--- src/rtl/alu_seq_pipe.sv ---
// ---------------------------------------------------------------------------
// alu_seq_pipe
//
// Registered signed ALU with a valid/ready handshake, an iterative
// sign-magnitude shift-add multiplier and a persistent accumulator.
// Single-cycle ops complete at the accept edge. MUL and MAC run in a MULT
// state for WIDTH edges before they produce a result.
//
// Ports:
//   clk        rising-edge clock
//   rst        asynchronous active-low reset
//   in_valid   operand/op presented this cycle
//   in_ready   block can accept (state is IDLE), combinational
//   ctrl       operation select
//                000 MUL, 001 APPEND, 010 ACC, 011 ADD, 100 MAC, 101 CLR
//   A, B       signed WIDTH-bit operands
//   out_valid  one-cycle pulse when out carries a new result
//   out        signed 2*WIDTH-bit result, held between pulses
//   busy       inverse of in_ready
// ---------------------------------------------------------------------------
module alu_seq_pipe #(
    parameter int WIDTH = 8
) (
    input  logic                      clk,
    input  logic                      rst,
    input  logic                      in_valid,
    output logic                      in_ready,
    input  logic [2:0]                ctrl,
    input  logic signed [WIDTH-1:0]   A,
    input  logic signed [WIDTH-1:0]   B,
    output logic                      out_valid,
    output logic signed [2*WIDTH-1:0] out,
    output logic                      busy
);

    localparam int RW = 2 * WIDTH;
    localparam int CW = $clog2(WIDTH);
    localparam logic [CW-1:0] CNT_LAST = CW'(WIDTH - 1);

    localparam logic [2:0] OP_MUL    = 3'b000;
    localparam logic [2:0] OP_APPEND = 3'b001;
    localparam logic [2:0] OP_ACC    = 3'b010;
    localparam logic [2:0] OP_ADD    = 3'b011;
    localparam logic [2:0] OP_MAC    = 3'b100;
    localparam logic [2:0] OP_CLR    = 3'b101;

    typedef enum logic {
        IDLE,
        MULT
    } state_t;

    state_t          state_q, state_d;
    logic [CW-1:0]   cnt_q, cnt_d;
    logic [RW-1:0]   acc_q, acc_d;
    logic [RW-1:0]   out_q, out_d;
    logic            outValid_q, outValid_d;
    logic [RW-1:0]   mcand_q, mcand_d;
    logic [WIDTH:0]  mplier_q, mplier_d;
    logic [RW-1:0]   prod_q, prod_d;
    logic            neg_q, neg_d;
    logic            mac_q, mac_d;

    logic            accept;
    logic [RW-1:0]   sextA, sextB;
    logic [WIDTH:0]  wideA, wideB;
    logic [WIDTH:0]  magA, magB;
    logic [RW-1:0]   partial;
    logic [RW-1:0]   signedProd;
    logic [RW-1:0]   accSum;
    logic [RW-1:0]   macSum;

    assign in_ready  = (state_q == IDLE);
    assign busy      = ~in_ready;
    assign accept    = in_valid && in_ready;
    assign out       = out_q;
    assign out_valid = outValid_q;

    assign sextA = {{WIDTH{A[WIDTH-1]}}, A};
    assign sextB = {{WIDTH{B[WIDTH-1]}}, B};

    // Magnitudes carry one extra bit so that the most negative operand
    // still has a representable positive magnitude.
    assign wideA = {A[WIDTH-1], A};
    assign wideB = {B[WIDTH-1], B};
    assign magA  = wideA[WIDTH] ? (~wideA + (WIDTH+1)'(1)) : wideA;
    assign magB  = wideB[WIDTH] ? (~wideB + (WIDTH+1)'(1)) : wideB;

    // One shift-add step; on the final step this is the full magnitude.
    assign partial    = prod_q + (mplier_q[0] ? mcand_q : '0);
    assign signedProd = neg_q ? (~partial + RW'(1)) : partial;

    assign accSum = acc_q + sextA + sextB;
    assign macSum = acc_q + signedProd;

    // Next-state and datapath decisions for the IDLE/MULT controller.
    always_comb begin
        state_d    = state_q;
        cnt_d      = cnt_q;
        acc_d      = acc_q;
        out_d      = out_q;
        outValid_d = 1'b0;
        mcand_d    = mcand_q;
        mplier_d   = mplier_q;
        prod_d     = prod_q;
        neg_d      = neg_q;
        mac_d      = mac_q;

        case (state_q)
            IDLE: begin
                if (accept) begin
                    case (ctrl)
                        OP_MUL, OP_MAC: begin
                            state_d  = MULT;
                            cnt_d    = '0;
                            mcand_d  = RW'(magA);
                            mplier_d = magB;
                            prod_d   = '0;
                            // A zero operand always yields +0.
                            neg_d    = (A[WIDTH-1] ^ B[WIDTH-1]) &&
                                       (A != '0) && (B != '0);
                            mac_d    = (ctrl == OP_MAC);
                        end
                        OP_APPEND: begin
                            out_d      = {A, B};
                            outValid_d = 1'b1;
                        end
                        OP_ACC: begin
                            acc_d      = accSum;
                            out_d      = accSum;
                            outValid_d = 1'b1;
                        end
                        OP_ADD: begin
                            out_d      = sextA + sextB;
                            outValid_d = 1'b1;
                        end
                        OP_CLR: begin
                            acc_d      = '0;
                            out_d      = '0;
                            outValid_d = 1'b1;
                        end
                        default: begin
                            out_d      = '0;
                            outValid_d = 1'b1;
                        end
                    endcase
                end
            end
            MULT: begin
                cnt_d    = cnt_q + CW'(1);
                mcand_d  = mcand_q << 1;
                mplier_d = mplier_q >> 1;
                prod_d   = partial;
                if (cnt_q == CNT_LAST) begin
                    state_d    = IDLE;
                    cnt_d      = '0;
                    outValid_d = 1'b1;
                    if (mac_q) begin
                        acc_d = macSum;
                        out_d = macSum;
                    end else begin
                        out_d = signedProd;
                    end
                end
            end
            default: begin
                state_d = IDLE;
                cnt_d   = '0;
            end
        endcase
    end

    // State register; reset aborts any in-flight multiply immediately.
    always_ff @(posedge clk or negedge rst) begin
        if (!rst) begin
            state_q    <= IDLE;
            cnt_q      <= '0;
            acc_q      <= '0;
            out_q      <= '0;
            outValid_q <= 1'b0;
            mcand_q    <= '0;
            mplier_q   <= '0;
            prod_q     <= '0;
            neg_q      <= 1'b0;
            mac_q      <= 1'b0;
        end else begin
            state_q    <= state_d;
            cnt_q      <= cnt_d;
            acc_q      <= acc_d;
            out_q      <= out_d;
            outValid_q <= outValid_d;
            mcand_q    <= mcand_d;
            mplier_q   <= mplier_d;
            prod_q     <= prod_d;
            neg_q      <= neg_d;
            mac_q      <= mac_d;
        end
    end

endmodule

--- config.mk ---
export PLATFORM = sky130hd
export DESIGN_NAME = alu_seq_pipe
export DESIGN_NICKNAME = d
export VERILOG_FILES = /design/src/rtl/alu_seq_pipe.sv
export SDC_FILE = /design/constraint.sdc
export NUM_CORES = 1
export LEC_CHECK = 0
export CAP_MARGIN = 20
export CELL_PAD_IN_SITES_DETAIL_PLACEMENT = 1
export CELL_PAD_IN_SITES_GLOBAL_PLACEMENT = 1
export CORE_MARGIN = 3
export CORE_UTILIZATION = 42
export CTS_CLUSTER_DIAMETER = 40
export DETAILED_ROUTE_END_ITERATION = 6
export HOLD_SLACK_MARGIN = 0.12
export PLACE_DENSITY = 0.74
export RECOVER_POWER = 25
export SYNTH_ARGS = -nofsm -noshare
export SYNTH_HDL_FRONTEND = slang
export SYNTH_SLANG_ARGS = --single-unit
export TNS_END_PERCENT = 10
--- constraint.sdc ---
create_clock -name clk -period 5.1 [get_ports clk]
set_clock_uncertainty 0.05 [all_clocks]
set_input_delay 0.765 -clock clk [delete_from_list [all_inputs] [get_ports clk]]
set_output_delay 0.765 -clock clk [all_outputs]
set_load 0.1 [all_outputs]
* Yosys cells after proc, flatten, opt, wreduce, memory -nomap -nowiden
Cells that the tools add are included.
** Cells by class
- $add $sub $neg :: 9
- Eq/ne operators :: 12
- Mux-type cells :: 35
- Bitwise operators :: 5
- Reduce and logical (&&, ||, !) cells :: 11
** Operator list (number)
- $mux W16 :: 12
- $pmux W16 S2 :: 5
- $add A16 B16 Y16 :: 4
- $pmux W16 S4 :: 1
- $mux W9 :: 4
- $add A9 B1 Y9 const B :: 2
- $not A9 Y9 :: 2
- $pmux W9 S2 :: 1
- $add A16 B1 Y16 const B :: 1
- $not A16 Y16 :: 1
- $reduce_bool A8 Y1 :: 2
- $add A8 B8 Y9 :: 1
- $eq A3 B3 Y1 const B :: 3
- $mux W3 :: 3
- $ne A2 B1 Y1 const B :: 4
- $eq A3 B2 Y1 const B :: 2
- $mux W1 :: 6
- $pmux W3 S2 :: 1
- $reduce_and A3 Y1 :: 2
- $pmux W1 S2 :: 2
- $reduce_and A4 Y1 :: 1
- $add A3 B1 Y3 const B :: 1
- $eq A3 B1 Y1 const B :: 1
- $logic_and A1 B1 Y1 :: 3
- 7 further kinds :: 7
** Word-level totals
- Register bits :: 80
- Input port bits :: 22
- Output and inout port bits :: 19
- Word-level logic and storage cells :: 82

* Depth between registers and ports, before layout
Gate-level depths: netlist of run 1.
- Depth in word-level cells :: 9
- Mapped depth :: 21
- Depth with buffers taken out :: 20

* Worst setup path before layout of run 1
Ideal clock, no wire load.
- Path kind :: register -> register
- Start point :: register mplier_q[0]
- End point :: register acc_q[15]
- Library setup time :: 0.127 ns
- Data arrival time :: 4.697 ns
- Data required time :: 4.923 ns
- Slack :: 0.226 ns
- Cell stages (with the launch flop) :: 20
- Buffers on the path :: 1
- Period minus slack after synthesis :: 4.874 ns
- Cell sequence :: dfrtp_1 clkbuf_1 and2_1 ha_1 fa_1 a21oi_1 o22ai_1 or3_1 a22oi_1 o211ai_2 o31ai_1 xor2_1 ha_1 and3_1 a211oi_1 a21oi_1 xor2_1 xnor3_1 a221oi_1 nor2_1
** Between the ends
- Cells in the longest elaborated chain, start to end :: 9
** Ends and longest elaborated chain
- start: declaration :: RTL line 58 : logic [WIDTH:0] mplier_q, mplier_d;
- start signal: assignment :: RTL line 192 : mplier_q <= mplier_d;
- $mux W16 * :: RTL line 89 : assign partial = prod_q + (mplier_q[0] ? mcand_q : '0);
- $add A16 B16 Y16 * :: RTL line 89
- $not A16 Y16 :: RTL line 90 : assign signedProd = neg_q ? (~partial + RW'(1)) : partial;
- $add A16 B1 Y16 :: RTL line 90
- $mux W16 * :: RTL line 90
- $add A16 B16 Y16 * :: RTL line 93 : assign macSum = acc_q + signedProd;
- $mux W16 * :: RTL line 157 : if (mac_q) begin
- $mux W16 * :: RTL line 153 : if (cnt_q == CNT_LAST) begin
- $pmux W16 S2 * :: RTL line 108 : case (state_q)
- end signal: assignment :: RTL line 177 : acc_q <= '0;
- end signal: assignment :: RTL line 188 : acc_q <= acc_d;
- end: declaration :: RTL line 54 : logic [RW-1:0] acc_q, acc_d;
Mark *: on every way between the ends. The rest lies on a longest branch, timed or not. The select of a mux whose other input is x is not followed.
A chain may end at the register's enable or synchronous reset.

* Worst setup path after layout of run 1
Ends and elaborated chain as after synthesis.

==> summary.txt, run 1 <==
Outcome
  – Status: finished with violations
  – Failing checks: max-capacitance violations, max-slew violations

Routing
  – Post-DRT Antenna Nets: 0
  – Number of DRC markers in iteration 0: 420
  – Avg Vias per Cell: 6.04
  – DRC Markers: 0
  – Via count: 7,036
  – Routed len/inst: 22.3 um
  – DRT Pass-1 Iters: 5
  – Aggregate routed wire length: 26.0 mm

Place
  – Gp weighted congestion: 0.925
  – Post-placement setup slack: -144 ps
  – Hpwl dp: 20.2 mm
  – IO buf count: 40

GRT
  – First-pass GRT wire length: 40.0 mm
  – Vias in the first global route: 7,345
  – Total GRT Usage: 27.6%
  – Initial antenna violation count: 0
  – Grt total ovfl: 0
  – Largest net degree at the start of global routing: 81

Synth
  – Sequential fraction of the synthesis area: 27.6%
  – Synth Area in Compound Gates: 25.5%
  – Synth Area in Simple Gates: 18.6%
  – Count leader, synth: nand2_1
  – Xor/xnor share of the synthesized area: 7.20%
  – Synthesized flop and latch total: 80
  – Commonest cells post-synth: nand2_1, dfrtp_1, o21ai_0, nor2_1, ha_1
  – Synth area leaders: dfrtp_1, ha_1, nand2_1
  – Syn Inst Count: 874
  – Number of synthesized flops with an enable pin: 0
  – Share of the synthesized area in the top cell type: 27.6%
  – Yosys warnings: 0
  – Avg Cell Area, Syn: 8.29 um^2
  – Adder-Cell Fraction of Synth Area: 15.6%
  – Proportion of synthesized area in mux cells: 2.19%
  – Cell taking the most area after synthesis: dfrtp_1
  – Ys async rst share: 100%
  – Main combinational cell family by area after synthesis: compound AO/OA/AOI/OAI gates
  – Syn nets: 975
  – Synth cell types: 63
  – Main flop type after synthesis: dfrtp_1
  – Mapped cell area: 7250 um^2

Timing
  – Slew HR: -53.3%
  – Setup WS post-layout: 181 ps
  – Final hold vios: 0
  – # setup viols final: 0
  – Actual slew at the worst max-slew pin: 2300 ps
  – Period utilisation layout: 96.4%
  – Final slew viol count: 83
  – Min cycle time layout: 4920 ps
  – Max Clock Freq: 203 MHz

Setup path
  – Critical Path RT: 5280 ps
  – CP arrival: 5100 ps
  – Startpoint types: flop
  – CP endpoint kind: flop
  – Crit path max fanout: 14
  – Worst Setup Path Type: flop to flop

Layout
  – # nets final: 1,041
  – N_diodes: 0
  – Layout cell share with drive strength beyond 1: 11.6%
  – Util after Layout: 51.6%
  – Area grow syn2layout: 19.3%

Worst hold path
  – Hold/Removal Path Class: flop to flop

Clock network
  – Clock sink total: 80
  – CTS tree: done
  – Clock slew at reported path FFs: 70 ps
  – Hold_buf cts: 0
  – Clk buf depth: 2
  – Clk_lat worst skew: 350 ps
  – Clk root buf: clkbuf_16
  – Cts bufs inserted: 9
  – H-tree levels: 3

Floorplan
  – FP Rows: 47
  – CORE AREA: 16,800 um^2
  – DIE HEIGHT: 137 um
  – # IOs: 41
  – Initial Util: 43.2%
  – Die area: 18,900 um^2
  – Die width: 137 um

Run
  – Number of max-cap violations: 2
## critical path: stages (launching register included)
cell,delay [ps]
dfrtp_1,410
buf_4,190
and2_1,150
ha_1,340
a21o_1,220
or3_1,300
mux2_2,300
a211oi_4,310
o211ai_4,180
o31ai_2,250
xnor2_1,200
ha_1,320
and3_1,170
a211oi_2,310
a21oi_2,110
xor2_1,180
xnor3_1,410
a221oi_1,300
nor2_1,90
## sequential cells by signal, indices dropped and copies added (netlist names)
name	cells
mac_q	1
cnt_q	3
mcand_q	16
out	16
prod_q	16
neg_q	1
busy	1
mplier_q	9
acc_q	16
out_valid	1
## placed cells by master, fill, tap and decap left out, drive strengths merged, types with 11 or more instances in the layout
cell type and count:
fa 19, clkdlybuf4s50 39, dfrtp 80, nor2 71, ha 60, inv 28, o211ai 11, nand2 118
a21oi 54, a31oi 21, and2 23, nor3 15, xnor2 36, o21ai 83, buf 51, a21o 14
nand3 21, xor2 21
## kinds of logic after synthesis
group | count (synthesis)
compound gates | 284
xor+xnor | 58
fa+ha+maj | 79
buf+inv | 63
flops | 80
mux | 15
simple gates | 295
## per-stage QoR
step	instances	hold slack [ps]	cell area [um^2]	setup TNS, ps
CTS	1157	446	8410	0
global route	1165	475	8640	-50.7
floorplan	874	403	7250	0
global placement	1141	413	8120	0
finish	1165	447	8640	0
detailed placement	1141	430	8120	-144
## routing by layer
metal  GRT usage [%]  vias to the layer above  part of all wire [%]
met5               0                        -                     0
li1                -                     3309                     -
met3            3.62                       36                   3.3
met4            8.87                        0                   2.1
met2            46.6                      152                    49
met1            36.7                     3539                    46
## worst paths after layout
check                                             start                 endpoint  slack [ps]  depth (start not counted)
worst min register to register  mplier_q[3]$_DFFE_PN0P_  mplier_q[2]$_DFFE_PN0P_         450                          2
worst max-delay path            mplier_q[0]$_DFFE_PN0P_    acc_q[15]$_DFFE_PN0P_         180                         18
worst min-delay path            mplier_q[3]$_DFFE_PN0P_  mplier_q[2]$_DFFE_PN0P_         450                          2
max in group asynchronous                           rst       out[6]$_DFFE_PN0P_         790                          2
min in group asynchronous                           rst  mcand_q[15]$_DFFE_PN0P_         930                          1
worst max register to register  mplier_q[0]$_DFFE_PN0P_    acc_q[15]$_DFFE_PN0P_         180                         18
## layout make-up
cell class                      instances  area (um^2)
Sequential cell                        80         2000
Tap cell                              220          275
Fill cell                            1973         8120
Inverter                               26         97.6
Clock buffer                            9          225
Multi-Input combinational cell        731         5200
Timing Repair Buffer                   92          787
Clock inverter                          7         53.8
## repair_timing
item | CTS | global route
setup buffers | 0 | 6
pin swaps | 0 | 15
setup endpoints to repair | 1 | 4
resized for setup | 4 | 38
Power of run 1 is left out: the tool's default activity adds up to more than one toggle a clock period on the data nets, which glitch-free logic cannot reach.
==> run 2: changes to the inputs <==
--- a/config.mk
+++ b/config.mk
@@ -5,6 +5,7 @@
 export SDC_FILE = /design/constraint.sdc
 export NUM_CORES = 1
 export LEC_CHECK = 0
+export ABC_CLOCK_PERIOD_IN_PS = 5100
 export CAP_MARGIN = 20
 export CELL_PAD_IN_SITES_DETAIL_PLACEMENT = 1
 export CELL_PAD_IN_SITES_GLOBAL_PLACEMENT = 1
==> results of run 2 <==
Same layout as run 1: the final DEF is identical, and so are final timing and power.
Power of run 2 is left out for the same reason.
==> run 3: changes to the inputs <==
--- a/config.mk
+++ b/config.mk
@@ -5,11 +5,11 @@
 export SDC_FILE = /design/constraint.sdc
 export NUM_CORES = 1
 export LEC_CHECK = 0
-export ABC_CLOCK_PERIOD_IN_PS = 5100
+export ABC_CLOCK_PERIOD_IN_PS = 4000
 export CAP_MARGIN = 20
 export CELL_PAD_IN_SITES_DETAIL_PLACEMENT = 1
 export CELL_PAD_IN_SITES_GLOBAL_PLACEMENT = 1
-export CORE_MARGIN = 3
+export CORE_MARGIN = 10
 export CORE_UTILIZATION = 42
 export CTS_CLUSTER_DIAMETER = 40
 export DETAILED_ROUTE_END_ITERATION = 6
==> constraint.sdc (replaced) <==
create_clock -name clk -period 4 [get_ports clk]
set_clock_uncertainty 0.05 [all_clocks]
set_input_delay 0.6 -clock clk [delete_from_list [all_inputs] [get_ports clk]]
set_output_delay 0.6 -clock clk [all_outputs]
set_load 0.1 [all_outputs]
==> run 3 against run 2 <==
Effect of this change:
- flip-flop and latch count unchanged
- the flow finishes with violations (max-capacitance violations, max-slew violations, negative setup slack)
- count of clock-buffer cells in the layout increased by 1
- critical path type unchanged
- global-route usage decreased by 0.90 points
- utilization increased by 10 points
- die area increased by 21%
==> summary.txt, run 3 (synthesis gave the netlist of run 1 again) <==
Outcome
  – Status: finished with violations
  – Failing checks: max-capacitance violations, max-slew violations, negative setup slack

Timing
  – Period utilisation layout: 118%
  – # setup viols final: 18
  – Max Clock Freq: 211 MHz
  – Setup WS post-layout: -734 ps
  – Final slew viol count: 52
  – Fin Hold WS: 447 ps
  – Min cycle time layout: 4730 ps
  – Slew HR: -100%
  – Actual slew at the worst max-slew pin: 3000 ps
  – Final hold vios: 0
  – Fin Setup TNS: -7370 ps
  – RSZ-0062 raised after global routing: yes

Routing
  – Avg Vias per Cell: 6.08
  – DRT Pass-1 Iters: 7
  – Number of DRC markers in iteration 0: 479
  – Aggregate routed wire length: 31.8 mm
  – DRC Markers: 0
  – Via count: 8,050
  – Post-DRT Antenna Nets: 0
  – Routed len/inst: 24.0 um

Layout
  – Most frequent cells in the layout: buf_4, nand2_1, dfrtp_1
  – Layout cell share with drive strength beyond 1: 29.7%
  – Util after Layout: 61.7%
  – Commonest non-fill, non-tap cell in the layout: buf_4
  – Filler cells: 1,968
  – # nets final: 1,201
  – N_diodes: 0
  – Area of the multi-input gates: 5650 um^2
  – Area grow syn2layout: 42.7%
  – Register Area: 2000 um^2

Clock network
  – Cts bufs inserted: 9
  – Clk buf depth: 2
  – CTS tree: done
  – H-tree levels: 3
  – Clock slew at reported path FFs: 70 ps
  – Hold_buf cts: 0
  – Clk_lat worst skew: 360 ps
  – Clk root buf: clkbuf_16
  – Clock sink total: 80

Setup path
  – CP arrival: 4930 ps
  – Worst Setup Path Type: flop to flop
  – Startpoint types: flop
  – Slowest stage cell, crit path: dfrtp_2
  – CP endpoint kind: flop
  – Critical-path cell list: buf_6, and2_4, ha_4, buf_4, a21oi_1, o22ai_4, buf_4, o211ai_1, nor3b_4, nor2_4, o31ai_4, xor2_2, buf_4, buf_4, ha_1, nand2_1, nand2_2, a211oi_4, a21oi_2, xor2_2, xnor3_1, a221oi_2, nor2_1
  – Delay-heaviest family, CP: compound AO/OA/AOI/OAI gates
  – Crit path max fanout: 6
  – Bufs and invs on worst path: 5
  – Cell repeated most along the worst path: buf_4
  – Critical Path RT: 4200 ps
  – Worst path max stage delay: 450 ps

Place
  – Gp weighted congestion: 0.926
  – IO buf count: 40
  – Hpwl dp: 22.7 mm
  – Post-placement setup slack: -728 ps

Floorplan
  – FP Rows: 47
  – Die width: 151 um
  – CORE AREA: 16,800 um^2
  – Die area: 22,900 um^2
  – DIE HEIGHT: 151 um
  – # IOs: 41
  – Initial Util: 43.2%

GRT
  – First-pass GRT wire length: 47.8 mm
  – Total GRT Usage: 26.7%
  – Grt total ovfl: 0
  – Initial antenna violation count: 0
  – Vias in the first global route: 8,661
  – Largest net degree at the start of global routing: 66

Worst hold path
  – Hold/Removal Path Class: flop to flop

Run
  – Number of max-cap violations: 1
==> run 3: cell types whose count changed in the layout (fill, tap and decap cells not counted), moves of 7 or more <==
cell     delta
buf_4     +158
xnor2_1     -9
ha_4        +8
xnor2_2     +7
ha_1        -8
==> run 3: worst paths after layout <==
kind                                         start                 endpoint  slack, ps  depth (start not counted)
hold / removal             mplier_q[8]$_DFFE_PN0P_  mplier_q[8]$_DFFE_PN0P_        450                          1
hold reg to reg            mplier_q[8]$_DFFE_PN0P_  mplier_q[8]$_DFFE_PN0P_        450                          1
setup reg to reg           mplier_q[0]$_DFFE_PN0P_    acc_q[15]$_DFFE_PN0P_       -730                         23
min in group asynchronous                      rst   prod_q[11]$_DFFE_PN0P_       1160                          1
setup / recovery           mplier_q[0]$_DFFE_PN0P_    acc_q[15]$_DFFE_PN0P_       -730                         23
max in group asynchronous                      rst  mplier_q[0]$_DFFE_PN0P_        820                          1
==> run 3: per-stage QoR <==
step                      cells  instance area, um^2
after detailed placement   1289                 9260
final                      1325                10300
after global routing       1325                10300
after CTS                  1319                10000
after floorplan             874                 7290
after global placement     1289                 9260
==> run 3: area by class of cell <==
cell class	instances	area share [%]
Clock buffer	10	2.31
Clock inverter	6	0.726
Inverter	26	0.944
Multi-Input combinational cell	731	54.6
Sequential cell	80	19.4
Tap cell	220	2.66
Timing Repair Buffer	252	19.3
==> run 3: what timing repair did <==
action | CTS | global route
setup endpoints to repair | 19 | 22
gates resized for setup | 56 | 56
pin swaps | 38 | 37
buffers inserted | 14 | 6
cloned | 0 | 0
==> run 3: routing by layer <==
layer	global-route usage, %	vias to the layer above	routed length, um
met3	4.65	68	1690
met4	9.91	0	1110
met5	0	-	0
met2	45.4	253	15900
met1	33.1	4101	13000
li1	-	3628	-
Power of run 3 is left out for the same reason.
